$ cat src/rtl/ex_vector_unit.sv
// EX-stage vector unit: scalar ALU ops, lane-wise vector ops and a DIMxDIM tile matrix
// multiply. Sits between the ID/EX operand registers and the EX/MEM register, with a
// valid/ready handshake on both sides so the pipeline can stall while a MATMUL runs.
//
// Ports:
//   clk, rst           rising-edge clock, asynchronous active-high reset
//   in_valid/in_ready  operand handshake; an op is accepted when both are high on an edge
//   rs1_val            operand A
//   rs2_val / imm      operand B, selected by use_imm
//   alu_ctrl           4-bit opcode
//   out_valid/out_ready result handshake
//   alu_result         registered result, held stable while out_valid is high
//   illegal_op         registered; high with out_valid when the accepted opcode was undefined
//   busy               high while a MATMUL is being computed
module ex_vector_unit #(
  parameter int unsigned DIM      = 2,
  parameter int unsigned LANE_W   = 8,
  parameter bit          SATURATE = 1'b0,
  localparam int unsigned LANES   = DIM * DIM,
  localparam int unsigned XLEN    = LANES * LANE_W
) (
  input  logic            clk,
  input  logic            rst,
  input  logic            in_valid,
  output logic            in_ready,
  input  logic [XLEN-1:0] rs1_val,
  input  logic [XLEN-1:0] rs2_val,
  input  logic [XLEN-1:0] imm,
  input  logic            use_imm,
  input  logic [3:0]      alu_ctrl,
  output logic            out_valid,
  input  logic            out_ready,
  output logic [XLEN-1:0] alu_result,
  output logic            illegal_op,
  output logic            busy
);

  // Dot-product accumulator wide enough that DIM full-scale products never overflow.
  localparam int unsigned ProdW = 2 * LANE_W + $clog2(DIM);
  localparam int unsigned CntW  = (LANES > 1) ? $clog2(LANES) : 1;

  localparam logic [3:0] OpAdd    = 4'h0;
  localparam logic [3:0] OpSub    = 4'h1;
  localparam logic [3:0] OpAnd    = 4'h2;
  localparam logic [3:0] OpOr     = 4'h3;
  localparam logic [3:0] OpXor    = 4'h4;
  localparam logic [3:0] OpRelu   = 4'h8;
  localparam logic [3:0] OpMatmul = 4'h9;
  localparam logic [3:0] OpVecadd = 4'hA;
  localparam logic [3:0] OpMpool  = 4'hB;
  localparam logic [3:0] OpVrelu  = 4'hC;

  typedef enum logic [1:0] {StIdle, StBusy, StDone} state_e;

  state_e            state_q, state_d;
  logic [CntW-1:0]   cnt_q;
  logic [XLEN-1:0]   opa_q, opb_q;
  logic [XLEN-1:0]   result_q;
  logic              illegal_q;

  logic [XLEN-1:0]   op_a, op_b;
  logic              accept, is_matmul, cnt_last;
  logic [XLEN-1:0]   sc_result;
  logic              sc_illegal;
  logic [LANE_W:0]   lane_sum;
  logic [LANE_W-1:0] lane_max;
  logic [ProdW-1:0]  mm_acc;
  logic [LANE_W-1:0] mm_elem;
  int unsigned       mm_row, mm_col;

  assign op_a      = rs1_val;
  assign op_b      = use_imm ? imm : rs2_val;
  assign in_ready  = (state_q == StIdle) || ((state_q == StDone) && out_ready);
  assign accept    = in_valid && in_ready;
  assign is_matmul = (alu_ctrl == OpMatmul);
  assign cnt_last  = (cnt_q == CntW'(LANES - 1));

  // Single-cycle ops are evaluated straight from the operands being captured so the
  // result can be registered on the accept edge.
  always_comb begin
    sc_result  = '0;
    sc_illegal = 1'b0;
    lane_sum   = '0;
    lane_max   = op_a[LANE_W-1:0];
    case (alu_ctrl)
      OpAdd:    sc_result = op_a + op_b;
      OpSub:    sc_result = op_a - op_b;
      OpAnd:    sc_result = op_a & op_b;
      OpOr:     sc_result = op_a | op_b;
      OpXor:    sc_result = op_a ^ op_b;
      OpRelu:   sc_result = op_a[XLEN-1] ? '0 : op_a;
      OpMatmul: sc_result = '0;
      OpVecadd: begin
        for (int unsigned i = 0; i < LANES; i++) begin
          lane_sum = {1'b0, op_a[i*LANE_W +: LANE_W]} + {1'b0, op_b[i*LANE_W +: LANE_W]};
          if (SATURATE && lane_sum[LANE_W]) begin
            sc_result[i*LANE_W +: LANE_W] = '1;
          end else begin
            sc_result[i*LANE_W +: LANE_W] = lane_sum[LANE_W-1:0];
          end
        end
      end
      OpMpool: begin
        for (int unsigned i = 1; i < LANES; i++) begin
          if ($signed(op_a[i*LANE_W +: LANE_W]) > $signed(lane_max)) begin
            lane_max = op_a[i*LANE_W +: LANE_W];
          end
        end
        // A negative maximum reports as zero.
        if (!lane_max[LANE_W-1]) sc_result[LANE_W-1:0] = lane_max;
      end
      OpVrelu: begin
        for (int unsigned i = 0; i < LANES; i++) begin
          if (!op_a[i*LANE_W+LANE_W-1]) begin
            sc_result[i*LANE_W +: LANE_W] = op_a[i*LANE_W +: LANE_W];
          end
        end
      end
      default:  sc_illegal = 1'b1;
    endcase
  end

  // One output element per cycle: element cnt is (row, col) = (cnt / DIM, cnt % DIM).
  always_comb begin
    mm_acc = '0;
    mm_row = 32'(cnt_q) / DIM;
    mm_col = 32'(cnt_q) % DIM;
    for (int unsigned k = 0; k < DIM; k++) begin
      mm_acc = mm_acc + ProdW'(opa_q[(mm_row*DIM+k)*LANE_W +: LANE_W])
                      * ProdW'(opb_q[(k*DIM+mm_col)*LANE_W +: LANE_W]);
    end
    if (SATURATE && (|mm_acc[ProdW-1:LANE_W])) begin
      mm_elem = '1;
    end else begin
      mm_elem = mm_acc[LANE_W-1:0];
    end
  end

  always_comb begin
    state_d = state_q;
    unique case (state_q)
      StIdle: if (accept) state_d = is_matmul ? StBusy : StDone;
      StBusy: if (cnt_last) state_d = StDone;
      StDone: begin
        if (out_ready) state_d = accept ? (is_matmul ? StBusy : StDone) : StIdle;
      end
      default: state_d = StIdle;
    endcase
  end

  always_ff @(posedge clk or posedge rst) begin
    if (rst) begin
      state_q   <= StIdle;
      cnt_q     <= '0;
      opa_q     <= '0;
      opb_q     <= '0;
      result_q  <= '0;
      illegal_q <= 1'b0;
    end else begin
      state_q <= state_d;
      if (accept) begin
        opa_q <= op_a;
        opb_q <= op_b;
        if (is_matmul) begin
          // Unwritten lanes read as zero while the tile fills in.
          result_q  <= '0;
          illegal_q <= 1'b0;
          cnt_q     <= '0;
        end else begin
          result_q  <= sc_result;
          illegal_q <= sc_illegal;
        end
      end else if (state_q == StBusy) begin
        result_q[cnt_q*LANE_W +: LANE_W] <= mm_elem;
        cnt_q <= cnt_last ? '0 : cnt_q + 1'b1;
      end
    end
  end

  assign out_valid  = (state_q == StDone);
  assign busy       = (state_q == StBusy);
  assign alu_result = result_q;
  assign illegal_op = illegal_q;

endmodule

$ cat config.mk
export PLATFORM = sky130hd
export DESIGN_NAME = ex_vector_unit
export DESIGN_NICKNAME = d
export VERILOG_FILES = /design/src/rtl/ex_vector_unit.sv
export SDC_FILE = /design/constraint.sdc
export NUM_CORES = 1
export LEC_CHECK = 0
export BUFFER_PORTS_ARGS = -buffer_cell sky130_fd_sc_hd__buf_2
export CORE_MARGIN = 5
export CORE_UTILIZATION = 40
export CTS_BUF_LIST = sky130_fd_sc_hd__clkbuf_8
export CTS_CLUSTER_DIAMETER = 80
export DETAILED_ROUTE_END_ITERATION = 6
export SYNTH_ARGS = -nofsm -noshare
export SYNTH_HDL_FRONTEND = slang
export SYNTH_SLANG_ARGS = --single-unit
$ cat constraint.sdc
create_clock -name clk -period 11.2 [get_ports clk]
set_input_delay 3.36 -clock clk [delete_from_list [all_inputs] [get_ports clk]]
set_output_delay 3.36 -clock clk [all_outputs]
set_load 0.01 [all_outputs]
## Word-level counts from Yosys, hierarchy flattened

Index checks and enable logic that the tools add are counted.

- Multipliers: 2
- Muxes and demuxes: 31
- Equality and inequality tests: 16
- $add $sub $neg: 11
- $lt $le $gt $ge: 3
- Reduce and logical (&&, ||, !) cells: 9
- Bitwise operators: 3
- Shifts and indexed selects: 6

Operator list:

| kind | count |
|---|---|
| $pmux W24 S8 | 1 |
| $mux W32 | 4 |
| $pmux W8 S9 | 1 |
| $shiftx A32 B7 Y8 | 2 |
| $mux W8 | 6 |
| $add A8 B8 Y8 | 5 |
| $mux W7 | 5 |
| $neg A5 Y34 | 1 |
| $shift A8 B34 Y32 const A | 1 |
| $shiftx A8 B34 Y32 | 1 |
| $add A32 B32 Y32 | 1 |
| $and A32 B32 Y32 | 1 |
| $bwmux W32 | 1 |
| $or A32 B32 Y32 | 1 |
| $shiftx A32 B5 Y8 | 1 |
| $shiftx A32 B6 Y8 | 1 |
| $sub A32 B32 Y32 | 1 |
| $xor A32 B32 Y32 | 1 |
| $mux W31 | 1 |
| $gt A8 B8 Y1 | 3 |
| $eq A4 B4 Y1 const B | 5 |
| $mux W2 | 9 |
| $mul A8 B8 Y8 | 2 |
| $reduce_or A9 Y1 | 1 |
| other kinds (19) | 25 |

- Bits of input ports: 105
- Logic and storage cells: 87
- Flip-flop bits (word level): 101
- Output and inout bits: 36

## Depth between registers and ports, before layout

Gate-level depths: netlist of the first run.

- Depth in word-level cells: 13
- Depth in mapped cells: 26
- Depth with buffers taken out: 26

## Least setup slack after synthesis of the first run

Ideal clock, no wire load.

- Kind: input to register
- Start point: in rs1_val[1]
- End point: reg result_q[1] (netlist: alu_result[1])
- Buffers on the path: 0
- Arrival time: 8.381 ns
- Data required time: 11.080 ns
- Library setup time: 0.120 ns
- Setup slack: 2.699 ns
- Cell stages on the path: 26
- Path through: inv_1 -> ha_1 -> nor2b_1 -> o21a_1 -> o21ai_0 -> a211oi_1 -> nor2_2 -> mux2i_1 -> ha_1 -> nor2b_1 -> o21a_1 -> o21a_1 -> o211ai_1 -> a21oi_1 -> nor2_1 -> mux2_2 -> ha_1 -> nor2b_1 -> o21a_1 -> o21ai_0 -> a21oi_1 -> o311a_1 -> o21a_1 -> a2111oi_0 -> o21ai_0 -> o211a_1

- Longest elaborated chain between the ends: 13

Ends and longest elaborated chain:

| item | line | RTL |
|---|---|---|
| start, declared | 26 | `input logic [XLEN-1:0] rs1_val,` |
| $gt A8 B8 Y1 | 105 | `if ($signed(op_a[i*LANE_W +: LANE_W]) > $signed(lane_max)) begin` |
| $mux W8 | 105 |  |
| $mux W8 | 85 | `case (alu_ctrl)` |
| $gt A8 B8 Y1 | 105 |  |
| $mux W8 | 105 |  |
| $mux W8 | 85 |  |
| $gt A8 B8 Y1 | 105 |  |
| $mux W8 | 105 |  |
| $mux W8 | 85 |  |
| $mux W7 | 110 | `if (!lane_max[LANE_W-1]) sc_result[LANE_W-1:0] = lane_max;` |
| $pmux W8 S9 * | 85 |  |
| $mux W32 * | 164 | `if (is_matmul) begin` |
| $mux W32 * | 161 | `if (accept) begin` |
| end signal, assigned | 170 | `result_q <= sc_result;` |
| end signal, assigned by index | 174 | `result_q[cnt_q*LANE_W +: LANE_W] <= mm_elem;` |
| end, declared | 58 | `logic [XLEN-1:0] result_q;` |

Mark *: on every way between the ends. The rest lies on a longest branch, timed or not. The select of a mux whose other input is x is not followed.
A chain may end at the register's enable or synchronous reset.

## Worst setup path after layout of the first run

Same ends and word-level chain as after synthesis.

==> summary.md, run 1 <==
| Metric | Value |
|---|---|
| Outcome | `complete, no violations` |
| Sum of negative setup slack | `0 ns` |
| Initial antenna violation count | `4` |
| HPWL Detailed | `just over 40000 um` |
| Routability congestion estimate | `around 1.0` |
| CP Launch Type | `primary input` |
| Relative slew margins | `between 15 and 20%` |
| Clk root buf | `clkbuf_8` |
| Detailed router's first-iteration violation count | `roughly 1300` |
| Hold buffer count at CTS | `0` |
| Flip-flop and latch count after synthesis | `101` |
| Clk buf depth | `2` |
| Nets | `between 2000 and 2500` |
| Fin crit share | `82.41%` |
| Port bufs | `between 100 and 150` |
| Sw Ratio | `between 50% and 60%` |
| Die Y-Extent | `between 150 and 200 um` |
| Synth cell types | `86` |
| Finish-stage setup viols | `0` |
| Worst Path Required | `between 10 and 15 ns` |
| Post-CTS setup buffers | `0` |
| Internal power | `~1.5 mW` |
| Clock Pin Slew Worst Setup and Hold Paths | `0.13 ns` |
| CTS H-Tree Depth | `3` |
| Core Area | `0.03172 sq mm` |
| Asr flop ratio synth | `100.0%` |
| Routed vias/inst | `~6` |
| Total global-route track usage | `27.84%` |
| Gate power share | `79.0%` |
| Number of nets still failing antenna checks after routing | `0` |
| WL/cell | `24.42 um` |
| Post-CTS Resized | `0` |
| Syn nets | `approximately 1900` |
| Class of the most critical setup path | `in2reg` |
| Worst slew pin tran | `1.230 ns` |
| Vias | `13070` |
| CP arrival | `9.54 ns` |
| Max-Cap Viols | `0` |
| Worst-Skew Late Latency | `0.41 ns` |
| Syn avg cell area | `between 7 and 8 sq um` |
| Post-layout min period | `9.230 ns` |
| Routed WL | `51670 um` |
| Congestion Overflow GR | `0` |
| Crit end category | `flop` |
| Synth Flop Type | `dfrtp_1` |
| First-pass detailed-route iteration total | `6` |
| Max Clock Freq | `108.3 MHz` |
| DRC | `0` |
| Clock Power Share | `6.9%` |
| Unrepaired setup endpoints after global routing | `false` |
| Sequential power share | `14.1%` |
| Row count | `65` |
| CP Max Fanout | `8` |
| Leak Pwr | `6.734 nW` |
| Initial Util | `about two fifths` |
| Yosys Warn Count | `0` |
| Fin. Hold Viols | `0` |
| CTS tree | `yes` |
| Slew Viols, Final | `0` |
| Power Total | `3.591 mW` |
| CTS sink cnt | `about 100` |
| Die ar. | `0.03593 sq mm` |
| Post-synthesis instance area | `0.01289 sq mm` |
| Num CTS Buffers | `9` |
| Vias in the first global route | `between 10000 and 15000` |
| Number of synthesized flops with an enable pin | `0` |
| Switching Power | `2.095 mW` |
| Io pins | `141` |
| Register area share after synthesis | `19.60%` |
| Largest net degree at the start of global routing | `94` |
| Worst Skew | `approximately 0.026 ns` |
| Layout cells sized above 1 | `12.91%` |
| Area Growth Syn to Fin | `9.772%` |
| Hold crit path type | `reg2reg` |
| Pwr dens | `roughly 250 mW/mm^2` |
| Mapped Cells | `1619` |
| Die extent in x | `around 190 um` |
| First-pass GRT wire length | `76870 um` |
| Maximum vdd drop | `671.4 uV` |
[synth_stat cells, types with 6 or more instances]
cell	instances	area [sq um]
a22oi_1	21	157.7
and3_1	9	56.30
ha_1	159	1989
a21o_1	18	135.1
nand2_1	135	506.7
nor2b_1	16	100.1
nor3_1	21	105.1
mux2i_1	76	760.7
o221ai_1	7	61.31
a21oi_1	113	565.5
clkbuf_1	61	229.0
fa_1	36	720.7
a31oi_1	13	81.33
o211a_1	7	70.07
o21ai_0	156	780.8
nor2_1	139	521.8
nand4_1	10	62.56
inv_1	145	544.3
a221oi_1	20	175.2
o31ai_1	15	112.6
a221o_1	7	70.07
o211ai_1	13	97.59
xnor2_1	42	367.9
nand3_1	38	190.2
buf_2	16	80.08
dfrtp_1	101	2527
buf_1	7	26.28
o21bai_1	18	135.1
mux2_2	8	90.09
o22ai_1	7	43.79
or3_1	7	43.79
a222oi_1	6	60.06
a211oi_1	19	142.6
or2_2	10	62.56
o21a_1	16	120.1
nand2b_1	7	43.79
or4_1	6	45.04
[final timing paths]
kind / startpoint / cells past startpoint / slack [ns] / end
worst max-delay path: rs1_val[1] / 27 / 1.97 / alu_result[1]
worst min-delay path: opb_q[29] / 2 / 0.49 / opb_q[29]
worst max register to register: cnt_q[0] / 18 / 4.19 / alu_result[5]
worst min register to register: opb_q[29] / 2 / 0.49 / opb_q[29]
max in group asynchronous: rst / 3 / 6.94 / alu_result[30]
min in group asynchronous: rst / 2 / 2.98 / opa_q[4]
[per-layer routing]
layer | routed length, um | track usage [%] | vias to the layer above | share of wire (%)
met5 | 27 | 0 | - | 0.052
met2 | 22800 | 44.04 | 574 | 44
met3 | 3835 | 4.991 | 130 | 7.4
met1 | 22340 | 37.27 | 6359 | 43
met4 | 2673 | 12.60 | 4 | 5.2
li1 | - | - | 5998 | -
[through the flow]
step	hold slack, ns	worst slack, ns	util (%)	std cells	area [sq um]
after global routing	0.5143	1.655	44.61	2114	14150
after global placement	0.4604	1.776	44.04	2099	13970
after detailed placement	0.4699	1.662	44.04	2099	13970
after CTS	0.4934	2.104	44.61	2114	14150
after floorplan	0.4492	2.699	-	1619	12890
final	0.4886	1.970	44.62	2116	14150
[placed cells by master (no fill, tap or decap), drive strengths merged, types with 17 or more instances in the layout]
| cell | n |
|---|---|
| buf | 166 |
| a22oi | 21 |
| nor2 | 140 |
| o21ai | 161 |
| inv | 149 |
| a221oi | 22 |
| o21bai | 18 |
| nor2b | 17 |
| nand3 | 38 |
| a211oi | 19 |
| a21oi | 113 |
| xnor2 | 42 |
| dfrtp | 101 |
| nand2 | 135 |
| ha | 159 |
| nor3 | 22 |
| mux2i | 77 |
| fa | 36 |
| a21o | 18 |
[worst max-delay path, stage by stage]
cell and delay, ns:
buf_2 0.17, inv_1 0.14, ha_1 0.33, nor2b_1 0.14, o21a_1 0.16, o21ai_0 0.18, a211oi_1 0.12, nor2_2 0.44
mux2i_1 0.35, ha_1 0.30, nor2b_1 0.13, o21a_1 0.16, o21a_1 0.17, o211ai_1 0.17, a21oi_1 0.12, nor2_1 0.45
mux2_2 0.43, ha_1 0.29, nor2b_1 0.13, o21a_1 0.15, o21ai_0 0.16, a21oi_1 0.09, o311a_1 0.31, o21a_1 0.28
a2111oi_0 0.48, o21ai_0 0.19, o211a_1 0.15
[power groups by stage]
stage / registers [mW] / clock network, mW / logic, mW
floorplan: 0.500 / 0 / 1.75
global route: 0.515 / 0.265 / 3.05
CTS: 0.506 / 0.253 / 2.82
detailed placement: 0.514 / 0 / 2.79
global placement: 0.511 / 0 / 2.79
finish: 0.507 / 0.249 / 2.83
[logic make-up after synthesis]
family                   Yosys count  synth area share, %
multiplexers                      85                6.705
XOR/XNOR                          47                3.193
AND/OR/NAND/NOR                  432                15.53
flip-flops                       101                19.60
adder cells (fa/ha/maj)          195                21.02
buffers and inverters            233                7.113
AO/OA/AOI/OAI                    526                26.84
[cell type report]
class / instances / area, sq um
clock buffers: 9 / 123.9
repair buffers: 166 / 895.9
inverters: 145 / 546.8
well taps: 402 / 503.0
multi-input cells: 1285 / 9495
diodes: 2 / 5.005
flip-flops and latches: 101 / 2527
clock inverters: 6 / 56.30
fillers: 3268 / 17560
[sequential cells by signal, indices dropped and copies added, names as in the netlist]
| signal | flops |
|---|---|
| alu_result | 32 |
| cnt_q | 2 |
| illegal_op | 1 |
| opa_q | 32 |
| opb_q | 32 |
| state_q | 2 |
(Power assumes the default switching activity.)
==> inputs of run 2 (changes only) <==
==> constraint.sdc (replaced) <==
create_clock -name clk -period 7.4 [get_ports clk]
set_input_delay 2.22 -clock clk [delete_from_list [all_inputs] [get_ports clk]]
set_output_delay 2.22 -clock clk [all_outputs]
set_load 0.01 [all_outputs]
==> run 2 against run 1 <==
Compared with the run above:
- via count up 2.2%
- first-iteration DRC count up 23%
- non-clock buffer count increased by 41
- count of clock-buffer cells in the layout unchanged
- largest cell class unchanged
==> summary.md, run 2 (synthesized netlist as in run 1, its figures left out) <==
| Metric | Value |
|---|---|
| Outcome | `complete, no violations (unchanged)` |
| CP arrival | `7.37 ns (was 9.54 ns)` |
| Most common cell after layout, fill and taps aside | `ha_1 (unchanged)` |
| Relative slew margins | `23.66% (was 17.40%)` |
| Register-to-register setup slack | `0.93 ns (was 4.19 ns)` |
| Clock Pin Slew Worst Setup and Hold Paths | `0.11 ns (was 0.13 ns)` |
| Io pins | `141 (unchanged)` |
| Commonest non-fill, non-tap cells in the layout | `ha_1, o21ai_0, inv_1, buf_2, nor2_1 (unchanged)` |
| Detailed router's first-iteration violation count | `1638 (was 1329)` |
| CP Buf/Inv Count | `4 (was 2)` |
| CP most frequent cell | `o21a_1 (unchanged)` |
| Port bufs | `140 (unchanged)` |
| Area Growth Syn to Fin | `12.49% (was 9.772%)` |
| Layout cells sized above 1 | `15.11% (was 12.91%)` |
| Hold crit path type | `reg2reg (unchanged)` |
| Max-Cap Viols | `0 (unchanged)` |
| Die extent in x | `189.5 um (unchanged)` |
| End-of-flow core utilization | `45.73% (was 44.62%)` |
| Core Area | `0.03172 sq mm (unchanged)` |
| Num CTS Buffers | `9 (unchanged)` |
| HPWL Detailed | `42630 um (was 40970 um)` |
| First-pass detailed-route iteration total | `7 (was 6)` |
| Vias in the first global route | `13130 (was 12630)` |
| Die ar. | `0.03593 sq mm (unchanged)` |
| Slowest cell on crit path | `mux2_2 (was a2111oi_0)` |
| Number of nets still failing antenna checks after routing | `0 (unchanged)` |
| Worst Path Required | `7.74 ns (was 11.51 ns)` |
| Initial Util | `40.65% (unchanged)` |
| Vias | `13360 (was 13070)` |
| Routed vias/inst | `6.194 (was 6.174)` |
| Die Y-Extent | `189.5 um (unchanged)` |
| CP top delay family | `compound AO/OA/AOI/OAI gates (unchanged)` |
| Maximum vdd drop | `718.0 uV (was 671.4 uV)` |
| CTS sink cnt | `101 (unchanged)` |
| Max Clock Freq | `142.3 MHz` |
| Initial antenna violation count | `2 (was 4)` |
| Total global-route track usage | `29.17% (was 27.84%)` |
| Congestion Overflow GR | `0 (unchanged)` |
| CTS H-Tree Depth | `3 (unchanged)` |
| Clk buf depth | `2 (unchanged)` |
| Crit end category | `flop (unchanged)` |
| Fill cells | `3278 (was 3268)` |
| Worst Skew | `0.02322 ns (was 0.02576 ns)` |
| Routability congestion estimate | `1.065 (was 1.025)` |
| Pwr dens | `411.2 mW/mm^2 (was 253.7 mW/mm^2)` |
| DRC | `0 (unchanged)` |
| Leak Pwr | `6.942 nW (was 6.734 nW)` |
| Sum of negative setup slack | `0 ns (unchanged)` |
| Worst slew pin tran | `1.145 ns (was 1.230 ns)` |
| Clk root buf | `clkbuf_8 (unchanged)` |
| Post-layout min period | `7.029 ns` |
| CP Launch Type | `primary input (unchanged)` |
| Class of the most critical setup path | `in2reg (unchanged)` |
| Fin crit share | `between 90% and 100%` |
| Slew Viols, Final | `0 (unchanged)` |
| Unrepaired setup endpoints after global routing | `false (unchanged)` |
| Worst-Skew Late Latency | `0.41 ns (about the same)` |
| CP Max Fanout | `7 (was 8)` |
| ANT cells | `0 (was 2)` |
| Routed WL | `53860 um (was 51670 um)` |
| Hold buffer count at CTS | `0 (unchanged)` |
| Finish-stage setup viols | `0 (unchanged)` |
| WL/cell | `24.98 um (was 24.42 um)` |
| First-pass GRT wire length | `80530 um (was 76870 um)` |
| Fin. Hold Viols | `0 (unchanged)` |
| Largest net degree at the start of global routing | `89 (was 94)` |
| Row count | `65 (unchanged)` |
| CTS tree | `yes (unchanged)` |
| Nets | `2049 (was 2008)` |
| Crit path largest cell delay | `0.36 ns (was 0.48 ns)` |
run 2: cell count changes in the layout (fill, tap and decap cells not counted), sizes merged:
cell / previous run / this run
bufinv: 0 / 1
buf: 166 / 207
inv: 149 / 147
clkinv: 1 / 2
diode: 2 / 0
clkinvlp: 1 / 2
run 2: what timing repair did:
action	4_1_cts	5_1_grt
setup buffers	0	1
setup endpoints to repair	0	6
gates resized for setup	0	6
run 2: area by class of cell:
| type | count | area, sq um | share of cell area, % |
|---|---|---|---|
| Multi-Input combinational cell | 1285 | 9514 | 65.60 |
| Tap cell | 402 | 503.0 | 3.468 |
| Timing Repair Buffer | 207 | 1207 | 8.325 |
| Clock buffer | 9 | 123.9 | 0.8540 |
| Inverter | 145 | 546.8 | 3.770 |
| Sequential cell | 101 | 2527 | 17.43 |
| Clock inverter | 7 | 81.33 | 0.5607 |
run 2: stage by stage:
stage,worst slack [ns],cell area (sq um),std cells,hold slack (ns),power [mW]
after floorplan,0.03871,12890,1619,0.4492,3.402
after global placement,0.001885,14270,2139,0.4610,5.426
after detailed placement,-0.1630,14270,2139,0.4694,5.441
after CTS,0.2533,14470,2155,0.4970,5.895
after global routing,0.007879,14500,2156,0.5194,6.362
final,0.3705,14500,2156,0.4925,5.964
run 2: routing by layer:
layer  track usage [%]  wire (um)  vias to the layer above
li1                  -          -                     6074
met1             40.39      22930                     6422
met2             45.95      23660                      721
met3             4.661       4686                      138
met4             11.16       2586                        0
met5                 0          0                        -
run 2: where the power goes:
group / total [mW] / switching (mW) / leakage, nW / internal, mW
clock: 0.401 / 0.239 / 0.0993 / 0.162
combinational: 4.76 / 2.98 / 5.57 / 1.78
sequential: 0.798 / 0.129 / 1.27 / 0.669
total: 5.96 / 3.35 / 6.94 / 2.61
run 2: worst reg2reg max path, stage by stage (launching register included):
cell,delay [ns]
dfrtp_1,1.01
mux2i_1,0.66
nor2_1,0.15
fa_1,0.53
fa_1,0.47
fa_1,0.49
fa_1,0.50
inv_1,0.07
fa_1,0.52
fa_1,0.45
xnor2_1,0.15
xnor2_1,0.23
xnor2_1,0.19
xnor2_1,0.12
xnor2_1,0.20
xnor2_1,0.11
buf_4,0.18
a2bb2oi_1,0.23
o21ai_1,0.08
run 2: path summary, 6_finish.rpt:
kind,start,to,cells after the start
max reg2reg,cnt_q[0],alu_result[7],18
min in group asynchronous,rst,opb_q[12],2
min,alu_result[21],alu_result[21],2
max,rs1_val[1],alu_result[3],27
max in group asynchronous,rst,opa_q[31],3
min reg2reg,alu_result[21],alu_result[21],2
